<file path="src/rtl/booth_seq_mult.sv">
// Iterative radix-2 Booth multiplier: one add/sub/shift step per clock over a
// WIDTH+1 bit datapath, with runtime signed/unsigned mode and START/BUSY/DONE.
module booth_seq_mult #(
    parameter int WIDTH = 16
) (
    input  logic                 CLK,
    input  logic                 RST_N,
    input  logic                 START,
    input  logic                 SIGNED_MODE,
    input  logic [WIDTH-1:0]     A,
    input  logic [WIDTH-1:0]     B,
    output logic                 BUSY,
    output logic                 DONE,
    output logic [2*WIDTH-1:0]   P
);

    localparam int unsigned N  = WIDTH + 1;
    localparam int unsigned CW = $clog2(N + 1);

    typedef enum logic [1:0] {
        S_IDLE,
        S_RUN,
        S_DONE
    } state_t;

    state_t          state;
    logic [N-1:0]    acc;
    logic [N-1:0]    q;
    logic            q_m1;
    logic [N-1:0]    m;
    logic [CW-1:0]   cnt;

    logic [N-1:0]    a_ext;
    logic [N-1:0]    b_ext;
    logic [N-1:0]    sum;
    logic [2*N:0]    shifted;

    // The guard bit lets one signed datapath handle unsigned operands too.
    assign a_ext = {SIGNED_MODE & A[WIDTH-1], A};
    assign b_ext = {SIGNED_MODE & B[WIDTH-1], B};

    always_comb begin
        sum = acc;
        case ({q[0], q_m1})
            2'b01:   sum = acc + m;
            2'b10:   sum = acc - m;
            default: sum = acc;
        endcase
        shifted = {sum[N-1], sum, q};
    end

    always_ff @(posedge CLK or negedge RST_N) begin
        if (!RST_N) begin
            state <= S_IDLE;
            acc   <= '0;
            q     <= '0;
            q_m1  <= 1'b0;
            m     <= '0;
            cnt   <= '0;
            BUSY  <= 1'b0;
            DONE  <= 1'b0;
            P     <= '0;
        end else begin
            case (state)
                S_IDLE, S_DONE: begin
                    DONE <= 1'b0;
                    if (START) begin
                        acc   <= '0;
                        q     <= a_ext;
                        q_m1  <= 1'b0;
                        m     <= b_ext;
                        cnt   <= CW'(N);
                        BUSY  <= 1'b1;
                        state <= S_RUN;
                    end else begin
                        state <= S_IDLE;
                    end
                end
                S_RUN: begin
                    acc  <= shifted[2*N:N+1];
                    q    <= shifted[N:1];
                    q_m1 <= shifted[0];
                    cnt  <= cnt - CW'(1);
                    if (cnt == CW'(1)) begin
                        // Product taken from the post-shift value of {acc,q}.
                        P     <= shifted[2*WIDTH:1];
                        BUSY  <= 1'b0;
                        DONE  <= 1'b1;
                        state <= S_DONE;
                    end
                end
                default: state <= S_IDLE;
            endcase
        end
    end

endmodule

</file>
<file path="config.mk">
export PLATFORM = sky130hd
export DESIGN_NAME = booth_seq_mult
export DESIGN_NICKNAME = d
export VERILOG_FILES = /design/src/rtl/booth_seq_mult.sv
export SDC_FILE = /design/constraint.sdc
export NUM_CORES = 1
export LEC_CHECK = 0
export CAP_MARGIN = 10
export CORE_ASPECT_RATIO = 0.5
export CORE_UTILIZATION = 29
export DETAILED_ROUTE_END_ITERATION = 16
export GPL_ROUTABILITY_DRIVEN = 0
export PLACE_DENSITY = 0.45
export SETUP_SLACK_MARGIN = 0.05
export SLEW_MARGIN = 20
export SYNTH_ARGS = -nofsm -noshare
export SYNTH_HDL_FRONTEND = slang
export SYNTH_SLANG_ARGS = --single-unit
</file>
<file path="constraint.sdc">
create_clock -name CLK -period 6.1 [get_ports CLK]
set_input_delay 1.83 -clock CLK [delete_from_list [all_inputs] [get_ports CLK]]
set_output_delay 1.83 -clock CLK [all_outputs]
set_load 0.005 [all_outputs]
</file>
==> results of run 1 <==
-- per-stage QoR --
step	hold WS [ps]	power [W]
2_1_floorplan	445.6	0.003014
3_3_place_gp	461.4	0.003744
3_5_place_dp	464.0	0.003764
4_1_cts	479.6	0.004352
5_1_grt	492.6	0.004719
6_report	476.1	0.004297
-- layout by cell type (no fill, tap or decap), types with 2 or more instances in the layout --
cell | Yosys | layout
nand2_1 | 166 | 166
dfrtp_1 | 92 | 92
clkdlybuf4s50_1 | 0 | 68
a21oi_1 | 33 | 33
o21ai_0 | 30 | 30
nor2_1 | 23 | 22
ha_1 | 20 | 20
xnor2_1 | 19 | 19
a22oi_1 | 16 | 16
inv_1 | 14 | 14
nand3_1 | 12 | 12
nor3_1 | 9 | 9
clkbuf_16 | 0 | 9
xor2_1 | 8 | 8
mux2i_1 | 7 | 7
buf_4 | 1 | 7
nand2b_1 | 7 | 6
a31oi_1 | 5 | 5
o31ai_1 | 5 | 5
a22o_1 | 5 | 5
a21o_1 | 4 | 4
inv_6 | 0 | 4
o211ai_1 | 3 | 3
nor2b_1 | 5 | 3
o21ai_1 | 3 | 3
mux2_2 | 2 | 2
nor2_4 | 1 | 2
nor4b_1 | 2 | 2
nor3b_1 | 2 | 2
o21a_1 | 2 | 2
and3_1 | 2 | 2
a31o_1 | 2 | 2
-- worst min path at each step --
stage	cells past startpoint	end	from	slack [ps]
2_1_floorplan	1	cnt[4]	cnt[4]	450
3_3_place_gp	2	P[15]	P[15]	460
3_5_place_dp	2	BUSY	BUSY	460
4_1_cts	1	cnt[4]	cnt[4]	480
5_1_grt	1	cnt[4]	cnt[4]	490
6_report	2	P[3]	P[3]	480
-- routing by layer --
metal / global-route usage [%] / vias up
met4: 4.235 / 0
met5: 0 / -
met3: 3.023 / 2
met1: 22.01 / 1906
met2: 23.10 / 41
li1: - / 1998
-- area by class of cell --
cell class              instances  area, um^2  area share [%]
inverters                      15       56.30          0.9238
multi-input cells             415        2426           39.81
repair buffers                 75       733.2           12.03
clock buffers                   9       225.2           3.695
well taps                     227       284.0           4.660
flip-flops and latches         92        2302           37.77
clock inverters                 7       67.56           1.109
-- worst max-delay path, cell delays in order (launching register included) --
cell      delay (ps)
dfrtp_1          440
or4_4            570
nor3b_4          300
a31oi_4          150
nor2_1           160
xor2_1           240
ha_1             370
a21oi_1          230
o21a_1           200
o21ai_1           70
nand2b_1          80
a21oi_1           60
a211oi_1         550
a21oi_1          150
-- where the power goes --
part           switching (W)  internal (W)
clock               0.000276      0.000289
sequential          0.000255      0.000909
combinational        0.00142       0.00114
-- sequential cells by signal, summed over array words and instances (netlist names) --
name,count
cnt,5
state,2
DONE,1
q,17
BUSY,1
acc,16
q_m1,1
P,32
m,17
-- kinds of logic after synthesis --
logic type	after synthesis	synth area share [%]
and+or+nand+nor	239	21.47
xor gates and xnor gates	27	4.824
AOI/OAI and AO/OA	119	15.39
DFF	92	46.96
adders and majority gates	21	5.513
muxes	9	1.889
buffers and inverters	45	3.956
==> results_dict.tcl, run 1 <==
set metrics [dict create \
    status "finished with violations" \
    violations "design-rule violations" \
    synth_largest_area_cell "dfrtp_1" \
    cp_data_required_time_ps 6310 \
    syn_inst 552 \
    relSlewSlack_pct 43.48 \
    grt_overflow 0 \
    crit_start "m[3]" \
    final_util_pct 37.09 \
    finalCriticalPeriod_ps 3696 \
    clkTransAtPathRegs_ps 70 \
    hold_violations 0 \
    grt_pass1_vias 3859 \
    synthTopCellsByCount "nand2_1 (166), dfrtp_1 (92), a21oi_1 (33)" \
    n_antenna_cell 0 \
    synth_fp_nets 609 \
    avgViaCountPerCell 4.699 \
    p_leak_nw 2.758 \
    antenna_found_initial 0 \
    worstPathMaxFanout 9 \
    core_um2 16430 \
    vias 3947 \
    ys_seq_elements 92 \
    setup_viol 0 \
    setup_tns_ps 0 \
    fin_ws_ps 2404 \
    fillCellCount 1695 \
    postRouteAntennaNets 0 \
    rsz0062_at_grt "false" \
    cts_buffers 9 \
    ctsHtreeMaxLevel 3 \
    synth_area_leaders "dfrtp_1 (47%), nand2_1 (13%), ha_1 (5.1%), xnor2_1 (3.4%), a21oi_1 (3.4%)" \
    cts_root_buffer "clkbuf_16" \
    irDropWorstVdd_mv 0.1987 \
    synth_cell_type_count 56 \
    wire_per_inst_um 14.78 \
    synth_area_per_cell_um2 8.881 \
    reg2regPathDepth 13 \
    grt_usage_pct 15.29 \
    final_nets 665 \
    placed_area_um2 5794 \
    drc 2 \
    post-cts-setup-buffer-count 0 \
    clock.fmax_ghz 0.2706 \
    design_area_um2 6095 \
    clk_latency_ps 360 \
    yosys_warnings 0 \
    layout.cells.non_filler 840 \
    cts_tree "built" \
    start_kind "flip-flop" \
    grt_pass1_wl_um 20470 \
    wl_met1_um 6518 \
    synth_edf_count 0 \
    post-dp-hpwl_um 8559 \
    areaGrowthSynthToFinish_pct 24.32 \
    finalMaxSlewViolations 0 \
    rows 33 \
    drtPass1Iterations 10 \
    place_ws_ps 2103 \
    clockBufferDepth 2 \
    wl_met3_um 256 \
    cp-end-kind "flip-flop" \
    io_buffers 69 \
    ios 70 \
    holdBufCountCts 0 \
    finalWirelength_um 12420 \
    r2r-end "P[31]" \
    hold_path_class "reg -> reg" \
    timing.reg2reg.setup_slack_ps 2400 \
    synthesis.area_um2 4902 \
    die_y_um 93.94 \
    clkSinkCount 92 \
    seq_area_frac_synth_pct 46.96 \
    grt_max_degree 65 \
    worst_pin_slew_ps 847.8 \
    placedCellCount 824 \
    cap_violations 0 \
    highest_layer "met4" \
    yosys.area.top_type_share_pct 46.96 \
    synth_flop_cell "dfrtp_1" \
    cp-endpoint "P[31]" \
    yosysMostFrequentCell "nand2_1" \
    rr_startpoint "m[3]" \
    clock_skew_ps 14.17 \
    initial_core_util_pct 29.83 \
    cts-resized-gates 0 \
    arrival_ps 3900 \
    route.met2.wl_um 5588 \
    synth-async-reset-ratio_pct 100.0 \
    p_per_area_nw_per_um2 705.1 \
    crit_type "reg -> reg" \
    die_area_um2 17460 \
    drive_gt1_share_pct 6.036 \
    min_period_over_period_pct 60.59 \
    drtIter0Drc 265 \
    die_w_um 185.9 \
]
(Power assumes the default switching activity.)
==> inputs of run 2 (changes only) <==
Clock period 6.1 ns to 3.5 ns, I/O delays scaled along.
==> results_dict.tcl, run 2 (synthesis results as in run 1) <==
set metrics [dict create \
    clock.fmax_ghz 0.3087 \
    avgViaCountPerCell 4.702 \
    grt_overflow 0 \
    multi_input_area_um2 2449 \
    p_per_area_nw_per_um2 1230 \
    finalCriticalPeriod_ps 3239 \
    wire_per_inst_um 14.33 \
    status "completed" \
    fin_ws_ps 260.6 \
    areaGrowthSynthToFinish_pct 26.42 \
    cp_data_required_time_ps 3690 \
    clkSinkCount 92 \
    finalMaxSlewViolations 0 \
    clkTransAtPathRegs_ps 70 \
    ctsHtreeMaxLevel 3 \
    vias 3987 \
    rows 33 \
    n_antenna_cell 0 \
    relSlewSlack_pct 35.63 \
    fillCellCount 1713 \
    grt_usage_pct 14.94 \
    clk_latency_ps 350 \
    drtPass1Iterations 4 \
    io_buffers 69 \
    final_cell_mix "nand2_1 (166), dfrtp_1 (92), clkdlybuf4s50_1 (68)" \
    placedCellCount 830 \
    post-dp-hpwl_um 8679 \
    die_y_um 93.94 \
    crit_family "simple AND/OR/NAND/NOR gates" \
    slowest_delay_ps 570 \
    top_register "P" \
    core_um2 16430 \
    antenna_found_initial 0 \
    grt_pass1_vias 3939 \
    p_leak_nw 2.804 \
    final_common_cell "nand2_1" \
    grt_pass1_wl_um 20290 \
    seq_area_um2 2302 \
    hold_path_class "reg -> reg" \
    cp-end-kind "flip-flop" \
    final_util_pct 37.71 \
    crit_type "reg -> reg" \
    critPathBufInv 1 \
    clockBufferDepth 2 \
    start_kind "flip-flop" \
    place_ws_ps 167.4 \
    rsz0062_at_grt "true" \
    worstPathMaxFanout 9 \
    die_area_um2 17460 \
    drtIter0Drc 203 \
    hold_violations 0 \
    setup_viol 0 \
    arrival_ps 3430 \
    grt_max_degree 43 \
    finalWirelength_um 12150 \
    cts_buffers 9 \
    largest_register_ffs 32 \
    ios 70 \
    crit_slowest_cell "or4_4" \
    hold_slack_ps 477.1 \
    path_cells "or4_4 > nor3b_4 > buf_4 > a31oi_4 > nor2_1 > xor2_1 > ha_2 > a21oi_1 > o21a_1 > o21ai_1 > nand2b_1 > a21oi_1 > a211oi_2 > a21oi_1" \
    cts_tree "built" \
    layout.cells.non_filler 848 \
    irDropWorstVdd_mv 0.4942 \
    min_period_over_period_pct 92.56 \
    initial_core_util_pct 29.83 \
    drive_gt1_share_pct 7.729 \
    top_regs "P x32, m x17, q x17" \
    postRouteAntennaNets 0 \
    clock_skew_ps 10.02 \
    critPathMostFrequentCell "a21oi_1" \
    worst_pin_slew_ps 965.5 \
    cap_violations 0 \
    drc 0 \
    final_nets 673 \
    cts_root_buffer "clkbuf_16" \
    die_w_um 185.9 \
]
## run 2: cell type report
type	instances	share of cell area, %
clock buffer	10	3.695
clock inverter	6	1.151
inverter	15	0.9085
multi-input combinational	415	39.51
sequential	92	37.15
tap	227	4.583
timing repair buffer	83	13.00
## run 2: worst paths after layout
check | start | endpoint | slack (ps) | cells after the start
worst max-delay path | m[3] | P[31] | 260 | 14
worst min-delay path | BUSY | BUSY | 480 | 2
worst max register to register | m[3] | P[31] | 260 | 14
worst min register to register | BUSY | BUSY | 480 | 2
max in group asynchronous | RST_N | acc[10] | 2210 | 2
min in group asynchronous | RST_N | m[14] | 640 | 1
## run 2: worst register-to-register path: stages (launching register included)
cell      delay (ps)
dfrtp_1          430
or4_4            570
nor3b_4          210
buf_4            150
a31oi_4          110
nor2_1           160
xor2_1           180
ha_2             350
a21oi_1          180
o21a_1           180
o21ai_1           70
nand2b_1          80
a21oi_1           80
a211oi_2         230
a21oi_1          110
## run 2: power breakdown
part | switching [W] | leakage (nW) | internal [W]
sequential | 0.000443 | 1.15 | 0.00159
clock | 0.000446 | 0.145 | 0.000564
combinational | 0.00247 | 1.51 | 0.00211
## run 2: repair_timing
item | in CTS | in global routing
hold buffers | 0 | 0
endpoints found under the setup margin | 0 | 10
hold endpoints to repair | 0 | 0
resized for setup | 0 | 6
buffers inserted | 0 | 2
## run 2: metrics by stage
stage                     power, W  TNS, ps  instance area (um^2)
after detailed placement  0.006560        0                  5852
final                     0.007620        0                  6197
after floorplan           0.005252        0                  4902
after CTS                 0.007618        0                  6152
after global routing      0.008381   -37.80                  6197
after global placement    0.006537        0                  5852
## run 2: per-layer routing
layer / wire length (um) / GRT usage, % / part of all wire [%] / vias to the layer above
met5: 0 / 0 / 0 / -
met4: 122 / 3.279 / 1.0 / 0
met3: 397 / 3.217 / 3.3 / 12
met2: 5370 / 23.04 / 44 / 50
met1: 6259 / 21.28 / 52 / 1916
li1: - / - / - / 2009
